## src/rtl/core_pkg.sv

```systemverilog
// Shared definitions for the RV32I core: datapath width, fetch FSM
// state encoding, fault cause codes and a small alignment helper.
package core_pkg;

  localparam int XLEN = 32;

  typedef enum logic [2:0] {
    IDLE  = 3'd0,
    REQ   = 3'd1,
    HOLD  = 3'd2,
    DONE  = 3'd3,
    FAULT = 3'd4
  } fetch_state_t;

  typedef enum logic [1:0] {
    FC_NONE     = 2'd0,
    FC_MISALIGN = 2'd1,
    FC_TIMEOUT  = 2'd2
  } fault_cause_t;

  // Instruction addresses must sit on a 32-bit word boundary.
  function automatic logic is_word_aligned(input logic [XLEN-1:0] addr);
    return (addr[1:0] == 2'b00);
  endfunction

endpackage

```

## src/rtl/instr_fetch_if.sv

```systemverilog
// Instruction memory read port: a single outstanding request held
// until a one-cycle acknowledge returns the data word.
interface instr_fetch_if;
  import core_pkg::*;

  logic            imem_req;
  logic [XLEN-1:0] imem_addr;
  logic [XLEN-1:0] imem_rdata;
  logic            imem_ack;

  // Fetch stage side
  modport master (
    output imem_req,
    output imem_addr,
    input  imem_rdata,
    input  imem_ack
  );

  // Memory side
  modport slave (
    input  imem_req,
    input  imem_addr,
    output imem_rdata,
    output imem_ack
  );

endinterface

```

## src/rtl/fetch_timeout_cnt.sv

```systemverilog
// Loadable up-counter that flags the last permitted wait cycle of an
// outstanding memory request.
module fetch_timeout_cnt #(
  parameter int W    = 8,
  parameter int TERM = 15
) (
  input  logic         clk,
  input  logic         rst,
  input  logic         load,
  input  logic [W-1:0] load_val,
  input  logic         inc,
  output logic         terminal
);

  logic [W-1:0] count_reg;

  // Load has priority so the count restarts cleanly on each new request.
  always_ff @(posedge clk or negedge rst) begin
    if (!rst) begin
      count_reg <= '0;
    end else if (load) begin
      count_reg <= load_val;
    end else if (inc) begin
      count_reg <= count_reg + 1'b1;
    end
  end

  // The count holds TERM-1 during the TERM-th cycle without ack.
  assign terminal = (count_reg == W'(TERM - 1));

endmodule

```

## src/rtl/instr_fetch.sv

```systemverilog
// Multi-cycle fetch stage: samples the PC, requests the word from
// instruction memory, and holds it in the IR until control retires it.
// Stops for good on end-of-program, a misaligned PC or a memory timeout.
module instr_fetch
  import core_pkg::*;
#(
  parameter int MAX_WAIT = 15,
  parameter int CNT_W    = 16
) (
  input  logic               clk,
  input  logic               rst,
  input  logic [XLEN-1:0]    pc_addr,
  input  logic               pc_eof,
  instr_fetch_if.master      imem,
  output logic [XLEN-1:0]    ir,
  output logic [XLEN-1:0]    ir_pc,
  output logic               ir_valid,
  input  logic               ir_consume,
  output logic               done,
  output logic               fault,
  output logic [1:0]         fault_cause,
  output logic [CNT_W-1:0]   fetch_cnt
);

  fetch_state_t    state_reg, state_next;
  logic            req_reg, req_next;
  logic [XLEN-1:0] addr_reg, addr_next;
  logic [XLEN-1:0] ir_reg, ir_next;
  logic [XLEN-1:0] ir_pc_reg, ir_pc_next;
  logic            valid_reg, valid_next;
  logic            done_reg, done_next;
  logic            fault_reg, fault_next;
  fault_cause_t    cause_reg, cause_next;
  logic [CNT_W-1:0] cnt_reg, cnt_next;

  logic tmo_load;
  logic tmo_inc;
  logic tmo_terminal;

  fetch_timeout_cnt #(
    .W    (8),
    .TERM (MAX_WAIT)
  ) u_timeout (
    .clk      (clk),
    .rst      (rst),
    .load     (tmo_load),
    .load_val (8'd0),
    .inc      (tmo_inc),
    .terminal (tmo_terminal)
  );

  // State and every output register; reset drops an in-flight request at once.
  always_ff @(posedge clk or negedge rst) begin
    if (!rst) begin
      state_reg <= IDLE;
      req_reg   <= 1'b0;
      addr_reg  <= '0;
      ir_reg    <= '0;
      ir_pc_reg <= '0;
      valid_reg <= 1'b0;
      done_reg  <= 1'b0;
      fault_reg <= 1'b0;
      cause_reg <= FC_NONE;
      cnt_reg   <= '0;
    end else begin
      state_reg <= state_next;
      req_reg   <= req_next;
      addr_reg  <= addr_next;
      ir_reg    <= ir_next;
      ir_pc_reg <= ir_pc_next;
      valid_reg <= valid_next;
      done_reg  <= done_next;
      fault_reg <= fault_next;
      cause_reg <= cause_next;
      cnt_reg   <= cnt_next;
    end
  end

  // Next-state and next-output decode; everything holds unless changed.
  always_comb begin
    state_next = state_reg;
    req_next   = req_reg;
    addr_next  = addr_reg;
    ir_next    = ir_reg;
    ir_pc_next = ir_pc_reg;
    valid_next = valid_reg;
    done_next  = done_reg;
    fault_next = fault_reg;
    cause_next = cause_reg;
    cnt_next   = cnt_reg;
    tmo_load   = 1'b0;
    tmo_inc    = 1'b0;

    case (state_reg)
      IDLE: begin
        if (pc_eof) begin
          state_next = DONE;
          done_next  = 1'b1;
        end else if (!is_word_aligned(pc_addr)) begin
          state_next = FAULT;
          fault_next = 1'b1;
          cause_next = FC_MISALIGN;
        end else begin
          state_next = REQ;
          req_next   = 1'b1;
          addr_next  = pc_addr;
          tmo_load   = 1'b1;
        end
      end
      REQ: begin
        // An ack on the final wait cycle still wins over the timeout.
        if (imem.imem_ack) begin
          state_next = HOLD;
          req_next   = 1'b0;
          ir_next    = imem.imem_rdata;
          ir_pc_next = addr_reg;
          valid_next = 1'b1;
          if (cnt_reg != '1) begin
            cnt_next = cnt_reg + 1'b1;
          end
        end else if (tmo_terminal) begin
          state_next = FAULT;
          req_next   = 1'b0;
          fault_next = 1'b1;
          cause_next = FC_TIMEOUT;
        end else begin
          tmo_inc = 1'b1;
        end
      end
      HOLD: begin
        if (ir_consume) begin
          state_next = IDLE;
          valid_next = 1'b0;
        end
      end
      DONE, FAULT: begin
        req_next = 1'b0;
      end
      default: begin
        state_next = IDLE;
        req_next   = 1'b0;
      end
    endcase
  end

  assign imem.imem_req  = req_reg;
  assign imem.imem_addr = addr_reg;
  assign ir             = ir_reg;
  assign ir_pc          = ir_pc_reg;
  assign ir_valid       = valid_reg;
  assign done           = done_reg;
  assign fault          = fault_reg;
  assign fault_cause    = cause_reg;
  assign fetch_cnt      = cnt_reg;

endmodule

```

## src/flat_wrapper.sv

```systemverilog
// flat-port wrapper written by rule: the top's interface ports become plain ports
module instr_fetch_flat import core_pkg::*;
#(
  parameter int MAX_WAIT = 15,
  parameter int CNT_W    = 16
)
  (clk, rst, pc_addr, pc_eof, ir, ir_pc, ir_valid, ir_consume, done, fault, fault_cause, fetch_cnt, imem_imem_req, imem_imem_addr, imem_imem_rdata, imem_imem_ack);
  instr_fetch_if imem_i ();
  input  logic clk;
  input  logic rst;
  input  logic [XLEN-1:0] pc_addr;
  input  logic pc_eof;
  output logic [XLEN-1:0] ir;
  output logic [XLEN-1:0] ir_pc;
  output logic ir_valid;
  input  logic ir_consume;
  output logic done;
  output logic fault;
  output logic [1:0] fault_cause;
  output logic [CNT_W-1:0] fetch_cnt;
  output wire logic [$bits(imem_i.imem_req)-1:0] imem_imem_req;
  output wire logic [$bits(imem_i.imem_addr)-1:0] imem_imem_addr;
  input wire logic [$bits(imem_i.imem_rdata)-1:0] imem_imem_rdata;
  input wire logic [$bits(imem_i.imem_ack)-1:0] imem_imem_ack;
  assign imem_imem_req = imem_i.imem_req;
  assign imem_imem_addr = imem_i.imem_addr;
  assign imem_i.imem_rdata = imem_imem_rdata;
  assign imem_i.imem_ack = imem_imem_ack;
  instr_fetch #(.MAX_WAIT(MAX_WAIT), .CNT_W(CNT_W)) u_core (.clk(clk), .rst(rst), .pc_addr(pc_addr), .pc_eof(pc_eof), .imem(imem_i), .ir(ir), .ir_pc(ir_pc), .ir_valid(ir_valid), .ir_consume(ir_consume), .done(done), .fault(fault), .fault_cause(fault_cause), .fetch_cnt(fetch_cnt));
endmodule
```

## config.mk

```make
export PLATFORM = sky130hd
export DESIGN_NAME = instr_fetch_flat
export DESIGN_NICKNAME = d
export VERILOG_FILES = /design/src/rtl/core_pkg.sv /design/src/rtl/instr_fetch_if.sv /design/src/rtl/fetch_timeout_cnt.sv /design/src/rtl/instr_fetch.sv /design/src/flat_wrapper.sv
export SDC_FILE = /design/constraint.sdc
export NUM_CORES = 1
export LEC_CHECK = 0
export ABC_AREA = 0
export BUFFER_PORTS_ARGS = -buffer_cell sky130_fd_sc_hd__clkbuf_2
export CAP_MARGIN = 20
export CORE_ASPECT_RATIO = 1.2
export CORE_UTILIZATION = 54
export CTS_CLUSTER_DIAMETER = 100
export CTS_CLUSTER_SIZE = 20
export DETAILED_ROUTE_END_ITERATION = 8
export PLACE_DENSITY = 0.95
export SETUP_SLACK_MARGIN = 0.02
export SYNTH_ARGS = -nofsm -noshare
export SYNTH_HDL_FRONTEND = slang
export SYNTH_HIERARCHICAL = 1
export SYNTH_SLANG_ARGS = --single-unit
```

## constraint.sdc

```tcl
create_clock -name clk -period 4.7 [get_ports clk]
set_input_delay 0.705 -clock clk [delete_from_list [all_inputs] [get_ports clk]]
set_output_delay 0.705 -clock clk [all_outputs]
set_load 0.03 [all_outputs]
```

==> metrics.txt <==
post-route cell area=7030 um2; Slew HR=42.82%; final net count=783; clock skew=6.804 ps; Fin. Hold Viols=0; CP startpoint=u_core/u_timeout/count_reg[0]$_DFFE_PN0P_; Placed Cells incl. Taps=814; Post-Synthesis Cells=519; final non-filler cell total=848; warnings from Yosys=6; CP Max Fanout=7; die footprint=10290 um2; Horiz. Die Dim=92.78 um; sequential area share after synthesis=60.45%; grt total ovfl=0; #FFs+latches synth=129; Rows=39; fin crit share=50.85%; first-pass GRT wire length=20.60 mm; Setup Fix Bufs, Post-CTS=0; Critical Path End Type=register; share of the synthesized area in the top cell type=60.45%; largest cells by area after synthesis=dfrtp_1, nand2_1, mux2_2; status=complete, no violations; vias post-DR=4422; Initial Util=55.83%; H-Tree Depth=4; Die Span Y=110.9 um; RSZ-0062 raised after global routing=false; Layout area overhead=31.65%; Worst Path Buf+Inv=1; drt via density=5.215; Clock transition at path regs=60 ps; share of cells above drive strength 1=36.05%; mean post-synth cell area=10.29 um2; Core Box Area=9564 um2; routability cong.=0.8784; worst-margin pin slew=857.7 ps; antenna viol nets, final=0; Worst Path Arrival=2720 ps; Peak VDD IR=0.0005302 V; pin count of the biggest net entering global routing=73; CTS Buf Count=17; placed instance area=6377 um2; detailed placement HPWL=8.810 mm; Slew Viols, Final=0; Post-Syn Area=5340 um2; crit path kind=register to register; Post-synth EDFFs=0; Min-Delay Path Class=input pin to asynchronous set/reset pin; minimum clock period=2390 ps; CP max stage cell=or4_1; CP max stage delay=500 ps; Worst-Skew Late Latency=400 ps; Detailed Routing Iterations Pass 1=5; Post-Route WL=12.69 mm; cts hold-fix bufs=0; setup TNS=0 ps; dominant cell type by area after synthesis=dfrtp_1; CTS sink count=129; CTS resizes=0; DR WL/cell=14.96 um; Placement Setup Slack=2045 ps; Primary FF master, synth=dfrtp_1; Final setup violation count=0; vias in the first global route=4451; Tot GR Track Use=25.61%; asr flop ratio synth=100.0%; Max Freq=418.4 MHz; Yosys cell types=41; Iter 0 DRT Violations=295; Required @ worst endpoint=5030 ps; Root Driver=clkbuf_16; I/O Buffers=186; # IOs=187; Power, Total=5.258 mW; Worst path top cell family by delay=simple AND/OR/NAND/NOR gates; Worst Setup Start Kind=register; worst flop-to-flop path startpoint=u_core/u_timeout/count_reg[0]$_DFFE_PN0P_; DRC=0; cell chain of the critical path=inv_1 -> ha_1 -> or4b_1 -> nor3_1 -> nor2_1 -> and3_1 -> nand4_4 -> or4_1 -> nand3_1; CTS tree=built; CTS Buffer Depth=2; Final WS setup=2310 ps; max-capacitance violation count=0; number of antenna violations at the first check in global routing=1; Pwr Density=747.8 nW/um2; Leakage=3.858 nW
-- cell usage in the layout (no fill, tap or decap), drive strengths merged, types with 2 or more instances in the layout --
| cell type | n |
|---|---|
| a21oi | 10 |
| nor2b | 4 |
| ha | 3 |
| clkinv | 5 |
| bufinv | 4 |
| dfrtp | 129 |
| nor2 | 12 |
| o21ai | 13 |
| and4 | 3 |
| conb | 8 |
| mux2 | 32 |
| nor4b | 2 |
| a31oi | 2 |
| clkbuf | 207 |
| xor2 | 15 |
| or4 | 3 |
| nand2 | 215 |
| and3 | 2 |
| inv | 4 |
| nand3 | 6 |
| buf | 5 |
| a21o | 2 |
| and2 | 2 |
| xnor2 | 2 |
| nand4 | 10 |
| nor3 | 8 |
| nor4 | 6 |
| or3 | 2 |
-- path summary, 6_finish.rpt --
check | endpoint | slack [ps] | cells after the start
worst max register to register | u_core/u_timeout/count_reg[7]$_DFFE_PN0P_ | 2310 | 9
worst min-delay path | u_core/ir_pc[11]$_DFFE_PN0P_ | 380 | 1
max in group asynchronous | u_core/ir[5]$_DFFE_PN0P_ | 3470 | 2
worst max-delay path | u_core/u_timeout/count_reg[7]$_DFFE_PN0P_ | 2310 | 9
worst min register to register | u_core/done$_DFFE_PN0N_ | 470 | 1
min in group clk | u_core/done$_DFFE_PN0N_ | 470 | 1
-- cell families (layout without fill, tap and decap cells) --
kind of cell               Yosys count  after routing  synth area share, %
and+or+nand+nor                    278            278                23.15
DFF                                129            129                60.45
muxes                               33             33                7.005
AOI/OAI and AO/OA                   30             30                3.163
buffers and inverters               28            226                2.671
xor gates and xnor gates            17             17                2.788
adders and majority gates            3              3               0.7030
other                                1              9              0.07022
-- per-stage QoR --
stage                     hold slack, ps  utilization [%]
after global routing               441.7            73.48
after detailed placement           459.4            66.68
after global placement             442.3            66.68
final                              379.1            73.51
after CTS                          404.7            73.27
after floorplan                    409.4                -
-- where the power goes --
part           total (mW)  switching (mW)  internal (mW)
logic                1.98            1.38          0.603
registers            1.90           0.349           1.55
clock network        1.38           0.452          0.927
total                5.26            2.18           3.08
-- cell type report --
class,count,area [um2]
Sequential cell,129,3228
Fill cell,682,2534
Multi-Input combinational cell,369,2012
Timing Repair Buffer,190,988.4
Clock buffer,22,474.2
Clock inverter,10,156.4
Tap cell,123,153.9
Inverter,4,15.01
Antenna cell,1,2.502
-- cell usage after synthesis (2+ instances only) --
master	n
or4_1	3
a31oi_1	2
ha_1	3
buf_4	2
nor2b_1	4
nor4_1	5
inv_1	4
nand3_1	6
xor2_1	15
xnor2_1	2
o21ai_0	8
o21ai_1	5
or3_1	2
nand4_2	2
buf_2	21
nand2_1	215
and3_1	2
a21oi_1	10
and2_1	2
mux2_2	31
a21o_1	2
nor3_1	8
nand4_1	7
dfrtp_1	129
and4_1	3
nor2_1	11
-- routing by layer --
metal | global-route usage, % | routed length (um)
met5 | 0 | 0
met4 | 11.90 | 402
met3 | 7.682 | 833
met2 | 44.36 | 6797
met1 | 28.52 | 4656
(Power assumes the default switching activity.)
